File: src/rtl/div_sequencer.sv
// Control/operand-forwarding sequencer for a 16-bit Goldschmidt divider datapath.
// Define DIV_SEQ_SEED_ROM_EN to take the 1/D seed from an internal ROM instead of i_ia_in.
module div_sequencer #(
  parameter int ITERS = 4
) (
  input  logic        i_clk,
  input  logic        i_rst_n,
  input  logic        i_start,
  input  logic [15:0] i_n_in,
  input  logic [15:0] i_d_in,
  input  logic [15:0] i_ia_in,
  input  logic [15:0] i_result,
  output logic        o_k_sel,
  output logic        o_nd_sel,
  output logic [15:0] o_n_out,
  output logic [15:0] o_d_out,
  output logic [15:0] o_ia_out,
  output logic        o_busy,
  output logic        o_done,
  output logic        o_err,
  output logic [15:0] o_quotient
);

  // state      | meaning
  // S_IDLE     | waiting for start; operand ports show latched values
  // S_ISSUE_D  | issue D_i to the datapath (K loads)
  // S_ISSUE_N  | issue N_i to the datapath (K holds)
  // S_DRAIN    | two cycles waiting for N_ITERS to emerge
  // S_DONE     | one-cycle completion pulse
  typedef enum logic [2:0] {
    S_IDLE    = 3'd0,
    S_ISSUE_D = 3'd1,
    S_ISSUE_N = 3'd2,
    S_DRAIN   = 3'd3,
    S_DONE    = 3'd4
  } state_t;

  state_t      r_state;
  state_t      w_state_nxt;
  logic [15:0] r_n;
  logic [15:0] r_d;
  logic [15:0] r_ia;
  logic [15:0] r_quotient;
  logic        r_err;
  logic [3:0]  r_iter;
  logic        r_drain;
  logic        w_accept;
  logic        w_d_norm;
  logic        w_last_iter;
  logic [15:0] w_seed;

  assign w_accept    = (r_state == S_IDLE) && i_start;
  assign w_d_norm    = i_d_in[15];
  assign w_last_iter = (r_iter == 4'(ITERS - 1));

`ifdef DIV_SEQ_SEED_ROM_EN
  // round(2^15 / (1 + (k + 0.5)/8)), indexed by the three bits below the leading one
  always_comb begin
    w_seed = 16'h7878;
    case (i_d_in[14:12])
      3'd0:    w_seed = 16'h7878;
      3'd1:    w_seed = 16'h6BCA;
      3'd2:    w_seed = 16'h6186;
      3'd3:    w_seed = 16'h590B;
      3'd4:    w_seed = 16'h51EC;
      3'd5:    w_seed = 16'h4BDA;
      3'd6:    w_seed = 16'h469F;
      default: w_seed = 16'h4211;
    endcase
  end
`else
  assign w_seed = i_ia_in;
`endif

  always_ff @(posedge i_clk or negedge i_rst_n) begin
    if (!i_rst_n) r_state <= S_IDLE;
    else          r_state <= w_state_nxt;
  end

  always_comb begin
    w_state_nxt = r_state;
    case (r_state)
      S_IDLE:    if (i_start) w_state_nxt = w_d_norm ? S_ISSUE_D : S_DONE;
      S_ISSUE_D: w_state_nxt = S_ISSUE_N;
      S_ISSUE_N: w_state_nxt = w_last_iter ? S_DRAIN : S_ISSUE_D;
      S_DRAIN:   if (r_drain) w_state_nxt = S_DONE;
      S_DONE:    w_state_nxt = S_IDLE;
      default:   w_state_nxt = S_IDLE;
    endcase
  end

  always_ff @(posedge i_clk or negedge i_rst_n) begin
    if (!i_rst_n) begin
      r_n        <= '0;
      r_d        <= '0;
      r_ia       <= '0;
      r_quotient <= '0;
      r_err      <= 1'b0;
      r_iter     <= '0;
      r_drain    <= 1'b0;
    end else begin
      if (w_accept) begin
        r_n     <= i_n_in;
        r_d     <= i_d_in;
        r_ia    <= w_seed;
        r_iter  <= '0;
        r_drain <= 1'b0;
        r_err   <= ~w_d_norm;
        if (!w_d_norm) r_quotient <= 16'hFFFF;
      end
      if (r_state == S_ISSUE_N) r_iter <= r_iter + 4'd1;
      if (r_state == S_DRAIN) begin
        r_drain <= ~r_drain;
        if (r_drain) r_quotient <= i_result;
      end
    end
  end

  // Iterations after the first take their operands straight off the datapath result bus
  always_comb begin
    o_k_sel  = 1'b0;
    o_nd_sel = 1'b0;
    o_n_out  = r_n;
    o_d_out  = r_d;
    o_busy   = 1'b0;
    o_done   = 1'b0;
    case (r_state)
      S_ISSUE_D: begin
        o_busy = 1'b1;
        if (r_iter != 4'd0) begin
          o_k_sel = 1'b1;
          o_d_out = i_result;
        end
      end
      S_ISSUE_N: begin
        o_busy   = 1'b1;
        o_nd_sel = 1'b1;
        if (r_iter != 4'd0) o_n_out = i_result;
      end
      S_DRAIN: begin
        o_busy   = 1'b1;
        o_nd_sel = 1'b1;
      end
      S_DONE:  o_done = 1'b1;
      default: ;
    endcase
  end

  assign o_ia_out   = r_ia;
  assign o_err      = r_err;
  assign o_quotient = r_quotient;

endmodule

File: config.mk
export PLATFORM = sky130hd
export DESIGN_NAME = div_sequencer
export DESIGN_NICKNAME = d
export VERILOG_FILES = /design/src/rtl/div_sequencer.sv
export SDC_FILE = /design/constraint.sdc
export NUM_CORES = 1
export LEC_CHECK = 0
export CAP_MARGIN = 10
export CORE_MARGIN = 5
export CORE_UTILIZATION = 39
export DETAILED_ROUTE_END_ITERATION = 8
export PLACE_DENSITY = 0.81
export SLEW_MARGIN = 10
export SYNTH_ARGS = -nofsm -noshare
export SYNTH_HDL_FRONTEND = slang
export SYNTH_SLANG_ARGS = --single-unit
File: constraint.sdc
create_clock -name i_clk -period 1.6 [get_ports i_clk]
set_input_delay 0.16 -clock i_clk [delete_from_list [all_inputs] [get_ports i_clk]]
set_output_delay 0.16 -clock i_clk [all_outputs]
set_load 0.1 [all_outputs]
==> results of run 1 <==
==> layer usage <==
layer	track usage (%)	vias up	part of all wire (%)
met5	0	-	0
met4	7.871	0	2.1
met3	5.324	27	7.4
met2	40.03	139	54
met1	27.68	1643	36
li1	-	1445	-
==> layout by cell type, fill, tap and decap left out, drive strengths merged <==
master         instances
mux2                  32
o21ai                  3
nand4                  1
nor4b                  1
bufinv                 1
clkinv                 3
clkbuf                13
dlygate4sd3            1
or3b                   2
a41oi                  1
o22a                  16
dfrtp                 73
or4b                   2
nor4bb                 1
nand3                  2
a21oi                  3
nor2                   7
a21boi                 1
xnor2                  1
ha                     2
nand2                148
clkinvlp               3
mux2i                  1
a2111o                 1
a32oi                  1
o31ai                  1
buf                  122
nor3b                  1
nor2b                  2
inv                    3
clkdlybuf4s50         65
nand4b                 1
and2                   1
==> sequential cells by signal (all words and copies together) (netlist names) <==
name        flops
r_iter          4
o_ia_out       16
r_d            16
r_state         3
r_n            16
r_drain         1
o_err           1
o_quotient     16
==> cell families (layout without fill, tap and decap cells) <==
kind of cell / Yosys count / after routing
simple gates: 169 / 169
flops: 73 / 73
mux: 33 / 33
compound gates: 27 / 27
buf+inv: 23 / 211
fa+ha+maj: 2 / 2
xor+xnor: 1 / 1
==> final cells by class <==
class	count	area, um^2
clock buffers	10	137.6
clock inverters	6	67.56
fillers	465	1590
inverters	4	18.77
multi-input cells	232	1713
flip-flops and latches	73	1827
well taps	105	131.4
repair buffers	191	2773
==> worst reg2reg max path: stages, from the launching register on <==
cell,delay [ns]
dfrtp_1,0.42
buf_6,0.13
buf_8,0.13
or4b_4,0.64
buf_12,0.18
buf_12,0.14
nand2_4,0.06
mux2i_1,0.07
==> final timing paths <==
check / from / to / slack [ns] / cells after the start
max in group asynchronous: i_rst_n / o_ia_out[5] / 0.72 / 3
max reg2reg: r_state[0] / r_iter[3] / -0.29 / 7
min reg2reg: r_n[2] / r_n[2] / 0.48 / 2
min: i_rst_n / r_n[10] / 0.29 / 2
max: r_iter[1] / o_d_out[7] / -0.63 / 6
min in group i_clk: i_n_in[10] / r_n[10] / 0.34 / 3
==> per-stage QoR <==
stage	utilization (%)	setup slack, ns	hold WS (ns)	instances	TNS [ns]
after CTS	77.26	-0.6389	0.2998	614	-34.60
after floorplan	-	-0.2512	-0.1356	328	-7.663
final	80.74	-0.6318	0.2907	621	-34.69
after global placement	69.42	-0.2362	0.1252	578	-17.04
after detailed placement	69.42	-0.2683	0.1354	578	-19.98
after global routing	80.74	-0.6811	0.3156	621	-38.75
==> repair_timing <==
| action | CTS | global route |
|---|---|---|
| cloned | 8 | 3 |
| buffers inserted | 11 | 9 |
| setup endpoints to repair | 100 | 104 |
| hold buffers | 1 | 0 |
| pin swaps | 4 | 25 |
| gates resized for setup | 37 | 83 |
| hold endpoints to repair | 31 | 0 |
==> out/results.ini, run 1 <==
[finish]
area_growth_pct = 100.7
design_area_um2 = 6668
layout-drive-gt1-share_pct = 48.45
nNetsFinal = 580
diodes = 0

[setup_path]
start_kind = flip-flop
crit_arrival_ns = 2.07
critPathKind = reg -> out
cp_slowest_cell = a2111o_1
path_cells = inv_2 -> ha_4 -> a2111o_1 -> buf_6 -> mux2_4 -> buf_12
cp-end-kind = primary output
required_ns = 1.44
critPathBufInv = 3
cp_max_fo = 8
crit_path_max_incr_delay_ns = 0.44
critical_path.top_delay_family = compound AO/OA/AOI/OAI gates

[detailed_routing]
wl_mm = 12.49
drc_errors = 0
first_iter_violations = 86
vias_per_cell = 5.240
wl_per_cell_um = 20.11
ant_nets = 0
firstDrtPassIters = 4
vias = 3254

[logic_synthesis]
syn_inst = 328
synth_edf_count = 0
muxShareOfSynthArea_pct = 12.17
synth_warnings = 0
avgSynthCellArea_um2 = 10.13
synth-seq-cells = 73
synth.top_cell.area_share_pct = 54.99
synth_cell_type_count = 36
async_flop_share_pct = 100.0
postSynthNetCount = 397
yosys.area_share.adder_pct = 0.7533
ys_seq_area_share_pct = 54.99
synth-simple-area-share_pct = 21.13
yosys.area.top_type = dfrtp_1
synthXorXnorAreaFrac_pct = 0.2637
synth_most_common_cell = nand2_1
synth_flop_cell = dfrtp_1
ys_top_cells_by_area = dfrtp_1 (55%), nand2_1 (17%), mux2_2 (4.4%)
ys_top_cells_by_count = nand2_1 (148), dfrtp_1 (73), o22a_1 (16)
synth_top_family_by_area = simple AND/OR/NAND/NOR gates
syn-cell-area_um2 = 3322
synth_compound_area_share_pct = 7.119

[global_routing]
antenna_found_initial = 0
gr-total-overflow = 0
grt_usage_pct = 22.88
grt_pass1_wl_mm = 18.24
grt_max_degree = 43
grt_pass1_vias = 3427

[timing]
worstMarginPinSlew_ns = 0.4383
drv_slew = 0
fin_skew_ns = 0.008155
setup_slack_ns = -0.6318
hold_violations = 0
min_period_over_period_pct = 139.5
setup_viol_count_final = 103
slew_headroom_pct = 70.78
max_freq_mhz = 448.1
rsz0062_at_grt = yes
min_period_ns = 2.232

[place]
gp_congestion = 0.8236
dpl_cell_area_um2 = 5733
portBuffers = 135
hpwlAfterDp_mm = 7.687

[run_status]
status = finished with violations
violations = setup timing

[worst_hold_path]
hold_path_class = in -> async

[clock_tree]
clk_path_buf_depth = 2
clk_latency_ns = 0.34
clock-sinks = 73
htreeDepth = 3
clk_pin_slew_ns = 0.08
cts_tree = built
cts.root.buffer_cell = clkbuf_8
numCtsBuffers = 9

[floorplanning]
die_area_um2 = 10460
core-area_um2 = 8258
dieHeight_um = 102.3
io_pins = 136
initial_core_util_pct = 40.23
fp-row-count = 33
die_width_um = 102.3

[job]
cap_violations = 0

Power of run 1 is not shown: default switching activity piles up to over one toggle a cycle in this logic, so the estimate is an artifact.
==> run 2, diff against run 1 <==
--- a/config.mk
+++ b/config.mk
@@ -5,7 +5,6 @@
 export SDC_FILE = /design/constraint.sdc
 export NUM_CORES = 1
 export LEC_CHECK = 0
-export CAP_MARGIN = 10
 export CORE_MARGIN = 5
 export CORE_UTILIZATION = 39
 export DETAILED_ROUTE_END_ITERATION = 8
==> results of run 2 <==
Same layout as run 1: the final DEF is identical, and so are final timing and power.
Power of run 2 is left out for the same reason.
==> run 3, diff against run 2 <==
--- a/config.mk
+++ b/config.mk
@@ -8,6 +8,8 @@
 export CORE_MARGIN = 5
 export CORE_UTILIZATION = 39
 export DETAILED_ROUTE_END_ITERATION = 8
+export GPL_TIMING_DRIVEN = 0
+export HOLD_SLACK_MARGIN = 0.05
 export PLACE_DENSITY = 0.81
 export SLEW_MARGIN = 10
 export SYNTH_ARGS = -nofsm -noshare
==> run 3 against run 2 <==
The run still ends with setup timing left. Routed wire length shrank 2.4%. Cell count grew 0.32%. Die area is the same. First-iteration DRC count grew 71%. Maximum frequency shrank 3.8%. Critical path depth grew 1. Critical path type unchanged.
==> out/results.ini, run 3 (synthesis results as in run 1) <==
[timing]
min_period_over_period_pct = 145.0  ; was 139.5%
hold_violations = 0  ; unchanged
max_freq_mhz = 431.0  ; was 448.1 MHz
worstMarginPinSlew_ns = 0.5740  ; was 0.4383 ns
fin_skew_ns = 0.01628  ; was 0.008155 ns
rsz0062_at_grt = yes  ; unchanged
setup_slack_ns = -0.7202  ; was -0.6318 ns
slew_headroom_pct = 61.91  ; was 70.78%
setup_viol_count_final = 106  ; was 103
min_period_ns = 2.320  ; was 2.232 ns
drv_slew = 0  ; unchanged

[detailed_routing]
vias = 3148  ; was 3254
ant_nets = 0  ; unchanged
wl_per_cell_um = 19.57  ; was 20.11 um
firstDrtPassIters = 4  ; unchanged
drc_errors = 0  ; unchanged
first_iter_violations = 147  ; was 86
wl_mm = 12.19  ; was 12.49 mm
vias_per_cell = 5.053  ; was 5.240

[finish]
nNetsFinal = 582  ; was 580
layout_commonest_cell = nand2_1  ; unchanged
final_cell_mix = nand2_1 (144), dfrtp_1 (73), clkdlybuf4s50_1 (65)  ; was nand2_1 (89), buf_12 (80), dfrtp_1 (73)
diodes = 0  ; unchanged
register_area_um2 = 1827  ; unchanged
multi_input_area_um2 = 1553  ; was 1713 um^2
fin_util_pct = 74.59  ; was 80.74%
layout-drive-gt1-share_pct = 38.03  ; was 48.45%
nFillCells = 527  ; was 465
area_growth_pct = 85.42  ; was 100.7%

[global_routing]
grt_max_degree = 40  ; was 43
grt_pass1_wl_mm = 17.43  ; was 18.24 mm
grt_usage_pct = 21.98  ; was 22.88%
grt_pass1_vias = 3326  ; was 3427
gr-total-overflow = 0  ; unchanged
antenna_found_initial = 0  ; unchanged

[setup_path]
path_cells = inv_2 -> ha_4 -> a2111o_1 -> buf_6 -> buf_12 -> mux2_4 -> buf_12  ; was inv_2 -> ha_4 -> a2111o_1 -> buf_6 -> mux2_4 -> buf_12
critPathBufInv = 4  ; was 3
critPathKind = reg -> out  ; unchanged
crit_path_max_incr_delay_ns = 0.40  ; was 0.44 ns
cpMostUsedCell = buf_12
crit_arrival_ns = 2.16  ; was 2.07 ns
cp-end-kind = primary output  ; unchanged
start_kind = flip-flop  ; unchanged
required_ns = 1.44  ; about the same
critical_path.top_delay_family = buffers and inverters  ; was compound AO/OA/AOI/OAI gates
r2r_setup_slack_ns = -0.18  ; was -0.29 ns
cp_slowest_cell = dfrtp_1  ; was a2111o_1
cp_max_fo = 10  ; was 8

[floorplanning]
dieHeight_um = 102.3  ; unchanged
io_pins = 136  ; unchanged
die_area_um2 = 10460  ; unchanged
core-area_um2 = 8258  ; unchanged
initial_core_util_pct = 40.23  ; unchanged
fp-row-count = 33  ; unchanged
die_width_um = 102.3  ; unchanged

[place]
pre_cts_ws_ns = -1.331  ; was -0.2683 ns
gp_congestion = 0.7890  ; was 0.8236
portBuffers = 135  ; unchanged
hpwlAfterDp_mm = 7.407  ; was 7.687 mm

[worst_hold_path]
hold_path_class = in -> async  ; unchanged

[job]
cap_violations = 0  ; unchanged

[clock_tree]
clock-sinks = 73  ; unchanged
numCtsBuffers = 9  ; unchanged
clk_pin_slew_ns = 0.09  ; was 0.08 ns
cts_tree = built  ; unchanged
clk_path_buf_depth = 2  ; unchanged
htreeDepth = 3  ; unchanged
clk_latency_ns = 0.35  ; was 0.34 ns
cts.root.buffer_cell = clkbuf_8  ; unchanged

[run_status]
status = finished with violations  ; unchanged
violations = setup timing  ; unchanged

[run 3: changes by cell type in the layout (fill, tap and decap cells not counted), sizes merged]
cell	before	now
buf	122	89
bufinv	1	0
clkbuf	13	15
clkdlybuf4s15	0	33
clkinvlp	3	4
[run 3: what timing repair did]
| action | 4_1_cts | 5_1_grt |
|---|---|---|
| buffers inserted | 22 | 10 |
| hold buffers | 1 | 0 |
| pin swaps | 6 | 23 |
| gates cloned | 2 | 4 |
| endpoints found under the hold margin | 34 | 0 |
| endpoints found under the setup margin | 138 | 106 |
| resized for setup | 473 | 57 |
[run 3: path summary, 6_finish.rpt]
path                            start           to  depth (start not counted)
min in group i_clk          i_d_in[9]       r_d[9]                          3
min                           i_rst_n      r_n[11]                          2
min reg2reg                    r_n[3]       r_n[3]                          2
max in group asynchronous     i_rst_n  o_ia_out[1]                          3
max                         r_iter[0]  o_d_out[12]                          7
max reg2reg                r_state[0]       r_n[5]                          9
[run 3: through the flow]
| stage | area, um^2 | setup TNS [ns] | std cells | hold WS [ns] |
|---|---|---|---|---|
| 6_report | 6160 | -32.47 | 623 | 0.2947 |
| 5_1_grt | 6160 | -36.52 | 623 | 0.3315 |
| 4_1_cts | 5821 | -27.24 | 609 | 0.3186 |
| 3_5_place_dp | 4886 | -67.08 | 569 | 0.1450 |
| 3_3_place_gp | 4868 | -222.87 | 568 | 0.4515 |
| 2_1_floorplan | 3386 | -7.663 | 328 | -0.1356 |
[run 3: area by class of cell]
cell class / count / area share (%)
clock buffers: 10 / 2.072
clock inverters: 6 / 0.7313
plain buffers: 18 / 3.900
multi-input cells: 232 / 25.21
repair buffers: 175 / 35.99
flip-flops and latches: 73 / 29.66
inverters: 4 / 0.3047
well taps: 105 / 2.133
[run 3: layer usage]
| metal | global-route usage, % | share of wire, % | vias to the layer above |
|---|---|---|---|
| met3 | 5.597 | 6.0 | 27 |
| met1 | 27.51 | 39 | 1560 |
| met5 | 0 | 0 | - |
| li1 | - | - | 1451 |
| met2 | 36.53 | 52 | 110 |
| met4 | 8.577 | 2.6 | 0 |
Power of run 3 is left out for the same reason.
